===== src/rtl/input_vc_buffer.sv =====
// Per-VC input buffer for one input-port virtual channel.
// Stores flits in a circular buffer and tracks the packet at the head of the
// buffer through IDLE -> VA (VC allocation) -> SA (switch allocation).
// Upstream flow control is a hysteretic on/off signal driven from occupancy.
// With ALLOW_NEXT_HEAD=1 the head of the following packet may be written while
// the current packet is still draining; its route is parked until the tail pops.
// Optional feature macro: INPUT_VC_BUFFER_STATS_EN adds saturating packet and
// drop counters (pkt_count_o, drop_count_o).

package input_vc_buffer_pkg;

    localparam int VC_SIZE = 2;
    localparam int DATA_W  = 16;

    typedef enum logic [1:0] {
        HEAD     = 2'b00,
        BODY     = 2'b01,
        TAIL     = 2'b10,
        HEADTAIL = 2'b11
    } flit_label_t;

    typedef enum logic [2:0] {
        LOCAL = 3'd0,
        NORTH = 3'd1,
        SOUTH = 3'd2,
        WEST  = 3'd3,
        EAST  = 3'd4
    } port_t;

    typedef struct packed {
        flit_label_t       flit_label;
        logic [DATA_W-1:0] data;
    } flit_novc_t;

    typedef struct packed {
        flit_label_t        flit_label;
        logic [VC_SIZE-1:0] vc_id;
        logic [DATA_W-1:0]  data;
    } flit_t;

endpackage

module input_vc_buffer
    import input_vc_buffer_pkg::*;
#(
    parameter int BUFFER_SIZE     = 8,
    parameter int OFF_THRESHOLD   = 6,
    parameter int ON_THRESHOLD    = 2,
    parameter bit ALLOW_NEXT_HEAD = 1'b1
) (
    input  logic                          clk,
    input  logic                          rst_n,
    input  logic                          write_i,
    input  flit_novc_t                    data_i,
    input  port_t                         out_port_i,
    input  logic                          read_i,
    output flit_t                         data_o,
    output logic                          is_full_o,
    output logic                          is_empty_o,
    output logic [$clog2(BUFFER_SIZE):0]  occupancy_o,
    output logic                          on_off_o,
    output logic                          vc_request_o,
    input  logic                          vc_valid_i,
    input  logic [VC_SIZE-1:0]            vc_new_i,
    output logic [VC_SIZE-1:0]            downstream_vc_o,
    output port_t                         out_port_o,
    output logic                          switch_request_o,
    output logic                          vc_allocatable_o,
`ifdef INPUT_VC_BUFFER_STATS_EN
    output logic [15:0]                   pkt_count_o,
    output logic [15:0]                   drop_count_o,
`endif
    output logic                          error_o
);

    localparam int PTR_W = $clog2(BUFFER_SIZE);
    localparam int CNT_W = PTR_W + 1;

    typedef enum logic [1:0] {
        S_IDLE = 2'b00,
        S_VA   = 2'b01,
        S_SA   = 2'b10
    } state_t;

    flit_novc_t         mem [BUFFER_SIZE];
    logic [PTR_W-1:0]   rd_ptr;
    logic [PTR_W-1:0]   wr_ptr;
    logic [CNT_W-1:0]   count;
    logic [CNT_W-1:0]   count_next;

    state_t             state;
    state_t             state_next;
    logic               wr_in_pkt;
    logic               pending_v;
    logic               pending_v_next;
    port_t              pending_port;
    port_t              pending_port_next;
    port_t              out_port_next;
    logic [VC_SIZE-1:0] downstream_vc_next;
    logic               fsm_err;
    logic               alloc_next;

    logic               is_head_w;
    logic               space_ok;
    logic               head_slot_ok;
    logic               push;
    logic               head_push;
    logic               write_err;
    logic               pop;
    logic               tail_pop;
    flit_novc_t         head_flit;

    // Occupancy flags and the head-of-buffer flit; vc_id is the latched downstream VC.
    assign is_full_o   = (count == CNT_W'(BUFFER_SIZE));
    assign is_empty_o  = (count == '0);
    assign occupancy_o = count;
    assign head_flit   = mem[rd_ptr];
    assign data_o      = '{flit_label: head_flit.flit_label,
                           vc_id:      downstream_vc_o,
                           data:       head_flit.data};

    // A slot is available when not full, or when a pop frees one in the same cycle.
    assign pop          = (state == S_SA) && read_i && !is_empty_o;
    assign tail_pop     = pop && ((head_flit.flit_label == TAIL) ||
                                  (head_flit.flit_label == HEADTAIL));
    assign space_ok     = !is_full_o || pop;
    assign is_head_w    = (data_i.flit_label == HEAD) || (data_i.flit_label == HEADTAIL);
    assign head_slot_ok = (state == S_IDLE) || (ALLOW_NEXT_HEAD && !pending_v);
    assign push         = write_i && (is_head_w ? (!wr_in_pkt && space_ok && head_slot_ok)
                                                : (wr_in_pkt && space_ok));
    assign head_push    = push && is_head_w;
    assign write_err    = write_i && !push;
    assign count_next   = count + CNT_W'(push) - CNT_W'(pop);

    // Flit storage: data only, the valid region is defined by the pointers.
    // NOTE: storage array is deliberately not reset; occupancy and pointers decide what is valid, and leaving it out keeps it mappable to RAM.
    always_ff @(posedge clk) begin
        if (push) begin
            mem[wr_ptr] <= data_i;
        end
    end

    // Pointers, occupancy and the write-side in-packet flag.
    // NOTE: every sequential block uses non-blocking assignments so all registers update from pre-edge values.
    always_ff @(posedge clk or negedge rst_n) begin
        if (!rst_n) begin
            rd_ptr    <= '0;
            wr_ptr    <= '0;
            count     <= '0;
            wr_in_pkt <= 1'b0;
        end else begin
            count <= count_next;
            if (push) begin
                wr_ptr <= wr_ptr + PTR_W'(1);
                if (data_i.flit_label == HEAD) begin
                    wr_in_pkt <= 1'b1;
                end else if (data_i.flit_label == TAIL) begin
                    wr_in_pkt <= 1'b0;
                end
            end
            if (pop) begin
                rd_ptr <= rd_ptr + PTR_W'(1);
            end
        end
    end

    // Hysteretic upstream flow control, evaluated on the post-update occupancy.
    always_ff @(posedge clk or negedge rst_n) begin
        if (!rst_n) begin
            on_off_o <= 1'b1;
        end else if (on_off_o && (count_next >= CNT_W'(OFF_THRESHOLD))) begin
            on_off_o <= 1'b0;
        end else if (!on_off_o && (count_next <= CNT_W'(ON_THRESHOLD))) begin
            on_off_o <= 1'b1;
        end
    end

    // Packet state machine: next state, latched route/VC, pending head and pulses.
    // NOTE: every signal written here gets a default first so no path can infer a latch.
    always_comb begin
        state_next         = state;
        out_port_next      = out_port_o;
        downstream_vc_next = downstream_vc_o;
        pending_v_next     = pending_v;
        pending_port_next  = pending_port;
        fsm_err            = 1'b0;
        alloc_next         = 1'b0;
        vc_request_o       = 1'b0;
        switch_request_o   = 1'b0;

        case (state)
            S_IDLE: begin
                if (head_push) begin
                    state_next    = S_VA;
                    out_port_next = out_port_i;
                end
                if (read_i || vc_valid_i) begin
                    fsm_err = 1'b1;
                end
            end

            S_VA: begin
                vc_request_o = 1'b1;
                if (vc_valid_i) begin
                    state_next         = S_SA;
                    downstream_vc_next = vc_new_i;
                end
                if (read_i) begin
                    fsm_err = 1'b1;
                end
                if (head_push) begin
                    pending_v_next    = 1'b1;
                    pending_port_next = out_port_i;
                end
            end

            S_SA: begin
                switch_request_o = !is_empty_o;
                if ((read_i && is_empty_o) || vc_valid_i) begin
                    fsm_err = 1'b1;
                end
                if (tail_pop) begin
                    alloc_next = 1'b1;
                    if (pending_v) begin
                        state_next     = S_VA;
                        out_port_next  = pending_port;
                        pending_v_next = 1'b0;
                    end else if (head_push) begin
                        // Next head arrives exactly as the tail leaves: go straight to VA.
                        state_next    = S_VA;
                        out_port_next = out_port_i;
                    end else begin
                        state_next = S_IDLE;
                    end
                end else if (head_push) begin
                    pending_v_next    = 1'b1;
                    pending_port_next = out_port_i;
                end
            end

            default: begin
                state_next = S_IDLE;
                fsm_err    = 1'b1;
                alloc_next = 1'b1;
            end
        endcase
    end

    // State register plus the registered FSM outputs and one-cycle pulses.
    always_ff @(posedge clk or negedge rst_n) begin
        if (!rst_n) begin
            state            <= S_IDLE;
            out_port_o       <= LOCAL;
            downstream_vc_o  <= '0;
            pending_v        <= 1'b0;
            pending_port     <= LOCAL;
            error_o          <= 1'b0;
            vc_allocatable_o <= 1'b0;
        end else begin
            state            <= state_next;
            out_port_o       <= out_port_next;
            downstream_vc_o  <= downstream_vc_next;
            pending_v        <= pending_v_next;
            pending_port     <= pending_port_next;
            error_o          <= fsm_err || write_err;
            vc_allocatable_o <= alloc_next;
        end
    end

`ifdef INPUT_VC_BUFFER_STATS_EN
    // Saturating counters of delivered packets and dropped writes.
    always_ff @(posedge clk or negedge rst_n) begin
        if (!rst_n) begin
            pkt_count_o  <= '0;
            drop_count_o <= '0;
        end else begin
            if (tail_pop && (pkt_count_o != 16'hFFFF)) begin
                pkt_count_o <= pkt_count_o + 16'd1;
            end
            if (write_err && (drop_count_o != 16'hFFFF)) begin
                drop_count_o <= drop_count_o + 16'd1;
            end
        end
    end
`endif

endmodule


===== config.mk =====
export PLATFORM = sky130hd
export DESIGN_NAME = input_vc_buffer
export DESIGN_NICKNAME = d
export VERILOG_FILES = /design/src/rtl/input_vc_buffer.sv
export SDC_FILE = /design/constraint.sdc
export NUM_CORES = 1
export LEC_CHECK = 0
export CORE_ASPECT_RATIO = 1.75
export CORE_UTILIZATION = 50
export DETAILED_ROUTE_END_ITERATION = 7
export PLACE_DENSITY = 0.85
export SYNTH_ARGS = -nofsm -noshare
export SYNTH_HDL_FRONTEND = slang
export SYNTH_SLANG_ARGS = --single-unit

===== constraint.sdc =====
create_clock -name clk -period 3.6 [get_ports clk]
set_input_delay 0.54 -clock clk [delete_from_list [all_inputs] [get_ports clk]]
set_output_delay 0.54 -clock clk [all_outputs]
set_load 0.1 [all_outputs]

# == Word-level counts from Yosys, hierarchy flattened ==
# Memory sizes are Yosys's and may differ from the RTL's.
# Cells that the tools add are included.
# classes
addsub,4
order_cmp,2
n_eq_ne,11
muxes,31
reduce_logical,38
# op_table
operator,n
1-bit two-way mux,17
3-bit two-way mux,5
1-bit logical AND,12
3-bit case mux with 2 select lines,2
2-bit equality test (second input constant),5
2-bit != test (second input constant),4
2-bit AND reduction,4
2-bit nonzero test,4
1-bit logical OR,7
3-bit by 1-bit adder with 3-bit output (second input constant),2
1-bit zero test,6
2-bit two-way mux,3
2-bit case mux with 3 select lines,1
4-bit by 1-bit adder with 4-bit output,1
4-bit equality test (second input constant),1
4-bit by 3-bit >= comparator with 1-bit output (second input constant),1
4-bit by 2-bit less-or-equal comparator with 1-bit output (second input constant),1
2-bit zero test,2
4-bit zero test,1
1-bit case mux with 2 select lines,2
4-bit by 1-bit subtractor with 4-bit output,1
1-bit case mux with 3 select lines,1
3-bit AND reduction,1
2-bit by 1-bit equality test with 1-bit output (second input constant),1
2-bit OR reduction,1
# word_totals
regBits,25
mem_bits_rw,144
inputBits,28
out_inout_bits,36
word_cells,99
memories,1
# mem_list
name,depth,word_bits,read_ports,rd_ports_with_merged_regs,write_ports,line,source
mem,8,18,1,0,1,85,flit_novc_t mem [BUFFER_SIZE];

# == Depth between registers and ports, before layout ==
# Gate-level depths: netlist of run 1.
# depth
depth_word,14
depth_mapped,15
mapped_depth_nobuf,15

# == Least setup slack after synthesis of run 1 ==
# No wires, ideal clock.
# synth_timing
kind,register to register
from,reg count[3] (netlist: occupancy_o[3])
to,reg on_off_o
setup_time_ns,0.089
arrival_ns,5.434
required_time_ns,3.511
path_slack_ns,-1.923
stages_incl_launch_ff,15
path_buffers,0
period_less_slack_ns,5.523
path_cell_list,dfrtp_1 ha_1 nor3b_1 and2_1 nor3b_2 inv_1 ha_1 inv_1 ha_1 inv_1 fa_1 xnor2_1 a21oi_1 nor2_1 a211oi_1
# synth_via
word_cells_on_any_way,19
cone_classes,add/sub (2); order compare (2); eq/ne (1); mux (2); reduce/logical (12)
# synth_rtl
element,line,source
from (decl),88,logic [CNT_W-1:0] count;
from (signal assigned),152,count <= count_next;
4-bit equality test *,114,assign is_full_o = (count == CNT_W'(BUFFER_SIZE));
via is_full_o,58,"output logic is_full_o,"
1-bit zero test *,126,assign space_ok = !is_full_o || pop;
1-bit logical OR *,126,
1-bit logical AND (2 in series),129,assign push = write_i && (is_head_w ? (!wr_in_pkt && space_ok && head_slot_ok)
1-bit two-way mux *,129,
1-bit logical AND *,129,
4-bit by 1-bit adder with 4-bit output *,133,assign count_next = count + CNT_W'(push) - CNT_W'(pop);
4-bit by 1-bit subtractor with 4-bit output *,133,
via count_next[2],89,logic [CNT_W-1:0] count_next;
4-bit by 3-bit >= comparator with 1-bit output / 4-bit by 2-bit less-or-equal comparator with 1-bit output (equally long branches),"171, 173",
"1-bit logical AND, on equally long branches","171, 173",
1-bit two-way mux / 2-bit nonzero test (equally long branches),--,
to (signal assigned),170,on_off_o <= 1'b1;
to (signal assigned),172,on_off_o <= 1'b0;
to (signal assigned),174,on_off_o <= 1'b1;
to (decl),61,"output logic on_off_o,"
# The timed path passes the listed nets; every way through them passes the cells marked *.
# A chain may end at the register's enable or synchronous reset.

# == Worst setup path after layout of run 1 ==
# layout_timing
from,reg state[0]
to,reg on_off_o
# layout_via
elab_chain_cells,13
word_cells_on_any_way,19
cone_classes,add/sub (2); order compare (2); eq/ne (1); mux (2); reduce/logical (12)
# layout_lines
element,line,source
from (decl),91,state_t state;
from (signal assigned),260,state <= state_next;
2-bit equality test,123,assign pop = (state == S_SA) && read_i && !is_empty_o;
1-bit logical AND (2 in series),123,
1-bit logical OR,126,
1-bit logical AND (2 in series),129,
1-bit two-way mux,129,
1-bit logical AND,129,
4-bit by 1-bit adder with 4-bit output,133,
4-bit by 1-bit subtractor with 4-bit output *,133,
via count_next[2],89,
4-bit by 3-bit >= comparator with 1-bit output / 4-bit by 2-bit less-or-equal comparator with 1-bit output (equally long branches),"171, 173",
"1-bit logical AND, on equally long branches","171, 173",
1-bit two-way mux / 2-bit nonzero test (equally long branches),--,
# Marks and branches as above.

==> flow_summary.ini, run 1 <==
[synth]
synth_largest_area_cell = edfxtp_1
synthDistinctLibCells = 48
synth_edf_count = 144
async_flop_share = 0.148
synth_cells = 353
synth_nets = 396
postSynthAreaPerCell_um2 = 19.5
synthTopCellsByArea = edfxtp_1 63%, mux4_2 11%, dfrtp_1 8.7%, mux2_2 5.1%, ha_1 2.5%
synth_top_area_frac = 0.627
synth_ff_type = edfxtp_1
seq_area_frac_synth = 0.718
yosys_warnings = 0
ys_ff_latch = 169
synthesis.area_um2 = 6890

[critical_path]
start_kind = flop
critPathMaxFanout = 13
crit_type = reg -> reg
r2r-start = state[0]
worstRegToRegCells = 15
cp.required_ns = 3.92
worstSetupEndpoint = on_off_o
cp-end-kind = flop
r2r_end = on_off_o
rrSetupSlack_ns = 0.40
startpoint = state[0]
worstPathArrival_ns = 3.52

[detailed_routing]
routed-wl-met3_um = 505
top_layer = met4
totalWireLength_um = 12800
drcViolationCount = 0
post_drt_wl_per_cell_um = 20.5
vias = 3510
drtIter0Drc = 230
wl_met1_um = 4640
antenna_left = 0
first_pass_iters = 4
wl_met2_um = 7380
via_per_inst = 5.60

[timing]
slew_viol_final = 0
finalCriticalPeriod_ns = 3.20
fin_worst_skew_ns = 0.00869
period_share = 0.888
setup_viol = 0
rsz0062_at_grt = false
fmax_mhz = 313
setup_slack_ns = 0.403
maxSlewHeadroom = 0.234
worstMarginPinSlew_ns = 1.15
final-hold-violation-count = 0

[global_route]
grt_pass1_vias = 3693
globalRouteOverflowTotal = 0
grt_max_degree = 41
grt_pass1_wl_um = 20000
antenna_found_initial = 0
grt.total_usage = 0.195

[clock_network]
numCtsBuffers = 17
cts_root_buf = clkbuf_16
cts_resized = 0
cts_setup_buffers = 0
cts_tree = built
clk_pin_slew_worst_paths_ns = 0.06
h-tree-depth = 4
insertion_delay_ns = 0.42
hold_buffers = 0
clock_sinks = 169
clock_path_buffers = 2

[floorplanning]
initial_core_util = 0.512
num_rows = 56
dieArea_um2 = 14300
ioPinCount = 64
die_x_um = 90.7
fp.coreArea_um2 = 13500
die_h_um = 157

[placed_design]
port-buffer-count = 63
dp_slack_ns = 0.0435
dp_hpwl_um = 7960
place.gp.congestion = 0.858

[cells_and_area]
drive_gt1_frac = 0.340
n_antenna_cell = 0
synthToLayoutAreaGrowth_pct = 22.3
fin_nets = 483

[outcome]
outcome = completed

[worst_hold_path]
hold_path.class = reg -> reg

[flow_run]
cap_violations = 0
==> sequential cells by signal (all words and copies together), names as in the netlist, 2 cells and up <==
register and count:
downstream_vc_o 2, mem 144, occupancy_o 4, out_port_o 3
pending_port 3, rd_ptr 3, state 2, wr_ptr 3
==> Yosys cell counts, types with 3 or more instances <==
master,n
mux2_2,31
dfrtp_1,24
nand2b_1,3
o21ai_0,3
mux2i_1,4
clkbuf_1,4
inv_1,17
ha_1,14
xnor2_1,3
edfxtp_1,144
buf_2,4
nand2_1,8
mux4_2,34
xor2_1,3
a21oi_1,8
nor3_1,4
nor2_1,8
nand3_1,3
==> cell type report <==
type / instances / area [µm²]
Tap cell: 174 / 218
Timing Repair Buffer: 81 / 723
Clock inverter: 14 / 188
Multi-Input combinational cell: 154 / 1850
Fill cell: 933 / 5020
Inverter: 17 / 63.8
Sequential cell: 169 / 4960
Clock buffer: 18 / 429
==> through the flow <==
step	cell area, µm²	hold WS [ns]	TNS [ns]	utilization	instances
5_1_grt	8430	0.531	0	0.626	627
3_3_place_gp	7810	0.484	0	0.581	595
4_1_cts	8430	0.517	0	0.626	627
2_1_floorplan	6920	0.244	-22.05	-	353
3_5_place_dp	7810	0.503	0	0.581	595
6_report	8430	0.509	0	0.626	627
==> critical path, stage by stage (launching register included) <==
cell and delay, ns:
dfrtp_1 0.41, inv_1 0.10, ha_1 0.42, nand3b_1 0.15, and2_1 0.20, nor3b_2 0.21
inv_1 0.10, ha_1 0.29, inv_1 0.06, ha_1 0.16, inv_1 0.05, fa_1 0.37
xnor2_1 0.17, a21oi_1 0.13, nor2_1 0.05, a211oi_1 0.24
==> kinds of logic after synthesis <==
group	share of synthesized area
fa+ha+maj	0.0283
simple gates	0.0314
xor+xnor	0.00763
flops	0.718
compound gates	0.0260
mux	0.168
buf+inv	0.0207
==> how the worst min path moves through the flow <==
stage                    start            endpoint  cells after the start
5_1_grt        pending_port[1]     pending_port[1]                      1
3_5_place_dp   pending_port[1]     pending_port[1]                      1
4_1_cts               on_off_o            on_off_o                      2
2_1_floorplan            rst_n  downstream_vc_o[0]                      0
6_report              on_off_o            on_off_o                      2
3_3_place_gp          on_off_o            on_off_o                      2
==> metal layers <==
| metal | vias up | global-route usage |
|---|---|---|
| met5 | - | 0 |
| met4 | 0 | 0.0853 |
| met3 | 22 | 0.0444 |
| met2 | 109 | 0.363 |
| met1 | 1796 | 0.211 |
| li1 | 1583 | - |
==> placed cells by master, fill, tap and decap left out, types with 8 or more instances in the layout <==
cell | synthesis | final
mux4_2 | 34 | 34
ha_1 | 14 | 14
a21oi_1 | 8 | 8
clkdlybuf4s50_1 | 0 | 41
nor2_1 | 8 | 8
nand2_1 | 8 | 8
edfxtp_1 | 144 | 144
clkbuf_16 | 0 | 17
inv_1 | 17 | 17
dfrtp_1 | 24 | 20
mux2_2 | 31 | 31
buf_4 | 2 | 39
Power of run 1 is not shown: default switching activity piles up to over one toggle a cycle in this logic, so the estimate is an artifact.
==> inputs of run 2 (changes only) <==
--- a/config.mk
+++ b/config.mk
@@ -9,6 +9,7 @@
 export CORE_UTILIZATION = 50
 export DETAILED_ROUTE_END_ITERATION = 7
 export PLACE_DENSITY = 0.85
+export SETUP_SLACK_MARGIN = 0.3
 export SYNTH_ARGS = -nofsm -noshare
 export SYNTH_HDL_FRONTEND = slang
 export SYNTH_SLANG_ARGS = --single-unit
==> flow_summary.ini, run 2 (synthesized netlist as in run 1, its figures left out) <==
[outcome]
outcome = completed

[global_route]
grt_pass1_vias = 3887
globalRouteOverflowTotal = 0
antenna_found_initial = 1
grt_pass1_wl_um = 20500
grt.total_usage = 0.199
grt_max_degree = 41

[critical_path]
crit_type = in -> reg
critPathBufInv = 5
critPathTopFamily = adder cells
critPathMaxFanout = 5
rrSetupSlack_ns = 0.53
worstPathArrival_ns = 3.42
cp.required_ns = 3.94
start_kind = primary input
slowest_delay_ns = 0.48
cp_cell_sequence = clkdlybuf4s50_1 > inv_1 > ha_1 > and2_2 > a21oi_1 > nor3b_2 > inv_2 > ha_4 > inv_1 > ha_1 > inv_1 > fa_2 > xnor2_2 > a21oi_1 > nor2_1 > a211oi_1
slowest_stage = clkdlybuf4s50_1
cp_common_cell = inv_1
cp-end-kind = flop

[cells_and_area]
mostFrequentLayoutCell = edfxtp_1
largest_reg_flops = 144
n_fill_cell = 932
final_cell_mix = 144 x edfxtp_1, 41 x clkdlybuf4s50_1, 40 x buf_4, 34 x mux4_2, 31 x mux2_2
top_register = mem
synthToLayoutAreaGrowth_pct = 22.5
stdcell_count = 628
fin_nets = 484
drive_gt1_frac = 0.360

[timing]
slew_viol_final = 0
finalCriticalPeriod_ns = 3.09
setup_slack_ns = 0.514
maxSlewHeadroom = 0.287
fin_worst_skew_ns = 0.00860
timing.setup.tns_ns = 0
period_share = 0.857
worstMarginPinSlew_ns = 1.07
final-hold-violation-count = 0
setup_viol = 0
rsz0062_at_grt = false
fmax_mhz = 324

[detailed_routing]
drtIter0Drc = 251
first_pass_iters = 5
vias = 3614
totalWireLength_um = 13300
via_per_inst = 5.75
drcViolationCount = 0
post_drt_wl_per_cell_um = 21.1
antenna_left = 0

[floorplanning]
initial_core_util = 0.512
num_rows = 56
die_h_um = 157
die_x_um = 90.7
dieArea_um2 = 14300
ioPinCount = 64
fp.coreArea_um2 = 13500

[clock_network]
cts_resized = 0
cts_tree = built
hold_buffers = 0
clk_pin_slew_worst_paths_ns = 0.06
clock_path_buffers = 2
insertion_delay_ns = 0.43
cts_setup_buffers = 0
numCtsBuffers = 17
cts_root_buf = clkbuf_16
h-tree-depth = 4
clock_sinks = 169

[placed_design]
dp.cells = 596
dp_slack_ns = 0.0473
dp_hpwl_um = 8520
place.gp.congestion = 0.853
port-buffer-count = 63

[worst_hold_path]
hold_path.class = reg -> reg

[flow_run]
cap_violations = 0
-- run 2: cell count changes in the layout (fill, tap and decap cells not counted), moves of 2 or more --
cell	previous run	this run
inv_2	0	2
inv_1	17	15
dfrtp_1	20	18
inv_8	1	3
ha_1	14	12
dfrtp_4	0	2
-- run 2: per-stage QoR --
step           hold WS [ns]  cell area, µm²  utilization
6_report              0.515            8440        0.628
5_1_grt               0.520            8440        0.628
4_1_cts               0.519            8440        0.627
3_5_place_dp          0.503            7850        0.584
3_3_place_gp          0.479            7850        0.584
2_1_floorplan         0.244            6970            -
-- run 2: metal layers --
layer,share of wire,track usage
met5,0,0
met4,0.029,0.106
met3,0.042,0.0454
met2,0.57,0.373
met1,0.36,0.204
-- run 2: layout make-up --
class                           count  area, µm²  area share
Antenna cell                        1       2.50    0.000296
Clock buffer                       17        425      0.0504
Multi-Input combinational cell    154       1880       0.222
Sequential cell                   169       4960       0.588
Timing Repair Buffer               82        731      0.0865
Inverter                           17       63.8     0.00756
Clock inverter                     14        163      0.0193
Tap cell                          174        218      0.0258
-- run 2: path summary, 6_finish.rpt --
| kind | from | end | cells after the start |
|---|---|---|---|
| min in group asynchronous | rst_n | pending_port[0] | 1 |
| min | pending_port[1] | pending_port[1] | 1 |
| max reg2reg | state[0] | on_off_o | 15 |
| max in group asynchronous | rst_n | occupancy_o[2] | 1 |
| min reg2reg | pending_port[1] | pending_port[1] | 1 |
| max | data_i[16] | on_off_o | 16 |
Power of run 2 is left out for the same reason.
==> inputs of run 3 (changes only) <==
--- a/config.mk
+++ b/config.mk
@@ -5,7 +5,7 @@
 export SDC_FILE = /design/constraint.sdc
 export NUM_CORES = 1
 export LEC_CHECK = 0
-export CORE_ASPECT_RATIO = 1.75
+export CORE_ASPECT_RATIO = 1.25
 export CORE_UTILIZATION = 50
 export DETAILED_ROUTE_END_ITERATION = 7
 export PLACE_DENSITY = 0.85
==> flow_summary.ini, run 3 (synthesized netlist as in run 1, its figures left out) <==
[outcome]
outcome = completed

[cells_and_area]
final_cell_mix = 144 x edfxtp_1, 41 x clkdlybuf4s50_1, 40 x buf_4, 34 x mux4_2, 31 x mux2_2
mostFrequentLayoutCell = edfxtp_1
stdcell_count = 627
drive_gt1_frac = 0.355
largest_reg_flops = 144
n_fill_cell = 870
multi_input_area_um2 = 1880
synthToLayoutAreaGrowth_pct = 22.8
ff_latch_area_um2 = 4960
top_register = mem
n_antenna_cell = 0
fin_nets = 486

[floorplanning]
num_rows = 47
fp.coreArea_um2 = 13300
die_x_um = 107
ioPinCount = 64
die_h_um = 133
dieArea_um2 = 14300
initial_core_util = 0.516

[global_route]
grt.total_usage = 0.196
antenna_found_initial = 0
globalRouteOverflowTotal = 0
grt_pass1_vias = 3896
grt_pass1_wl_um = 20600
grt_max_degree = 29

[clock_network]
cts_setup_buffers = 0
clock_sinks = 169
h-tree-depth = 4
cts_root_buf = clkbuf_16
clock_path_buffers = 2
numCtsBuffers = 17
cts_tree = built
cts_resized = 0
hold_buffers = 0
insertion_delay_ns = 0.42
clk_pin_slew_worst_paths_ns = 0.06

[critical_path]
crit_type = reg -> out
worstRegToRegCells = 14
slowest_stage = dfrtp_2
critPathMaxFanout = 22
critPathTopFamily = multiplexers
startpoint = rd_ptr[0]
worstPathArrival_ns = 2.57
cp-end-kind = primary output
r2r-start = occupancy_o[3]
critPathBufInv = 2
cp.required_ns = 3.06
start_kind = flop
slowest_delay_ns = 0.78
cp.depth = 4
rrSetupSlack_ns = 0.78
cp_cell_sequence = buf_12 > mux4_2 > mux2_2 > buf_4
r2r_end = on_off_o

[detailed_routing]
post_drt_wl_per_cell_um = 20.3
antenna_left = 0
totalWireLength_um = 12700
drcViolationCount = 0
vias = 3511
drtIter0Drc = 165
via_per_inst = 5.60
first_pass_iters = 4

[timing]
fin_worst_skew_ns = 0.00813
slew_viol_final = 0
period_share = 0.864
timing.setup.tns_ns = 0
worstMarginPinSlew_ns = 0.984
final-hold-violation-count = 0
holdWs_ns = 0.487
finalCriticalPeriod_ns = 3.11
fmax_mhz = 322
maxSlewHeadroom = 0.342
rsz0062_at_grt = false
setup_viol = 0

[placed_design]
port-buffer-count = 63
place.gp.congestion = 0.916
dp_hpwl_um = 8060
dp.cells = 595

[worst_hold_path]
hold_path.class = in -> async

[flow_run]
cap_violations = 0
-- run 3: cell type report --
| type | count | share of cell area |
|---|---|---|
| well taps | 171 | 0.0253 |
| clock buffers | 18 | 0.0507 |
| repair buffers | 84 | 0.0911 |
| multi-input cells | 154 | 0.222 |
| inverters | 17 | 0.00754 |
| clock inverters | 14 | 0.0174 |
| flip-flops and latches | 169 | 0.586 |
-- run 3: layer usage --
metal  up-vias  GRT usage  wire [µm]
met4         0     0.0693        213
li1       1592          -          -
met3        22     0.0431        573
met5         -          0          0
met2       101      0.337       6790
met1      1796      0.245       5150
-- run 3: worst max-delay path by stage --
stage	slack, ns	endpoint
after CTS	0.43	data_o[18]
after floorplan	0.03	on_off_o
after detailed placement	0.07	on_off_o
after global placement	0.24	on_off_o
after global routing	0.36	data_o[18]
final	0.49	data_o[18]
-- run 3: per-stage QoR --
| step | setup slack, ns | instance area, µm² | utilization |
|---|---|---|---|
| after global placement | 0.239 | 7890 | 0.591 |
| after floorplan | 0.0287 | 6970 | - |
| after detailed placement | 0.0703 | 7890 | 0.591 |
| after CTS | 0.431 | 8460 | 0.634 |
| final | 0.490 | 8460 | 0.634 |
| after global routing | 0.356 | 8460 | 0.634 |
-- run 3: worst register-to-register path: stages, from the launching register on --
cell      delay [ns]
dfrtp_4         0.49
ha_1            0.19
nor3b_4         0.17
and2_4          0.17
nor3b_2         0.22
inv_2           0.13
ha_4            0.25
inv_1           0.05
ha_1            0.15
inv_1           0.06
fa_2            0.35
xnor2_2         0.16
a21oi_1         0.13
nor2_1          0.06
a211oi_1        0.16
Power of run 3 is left out for the same reason.
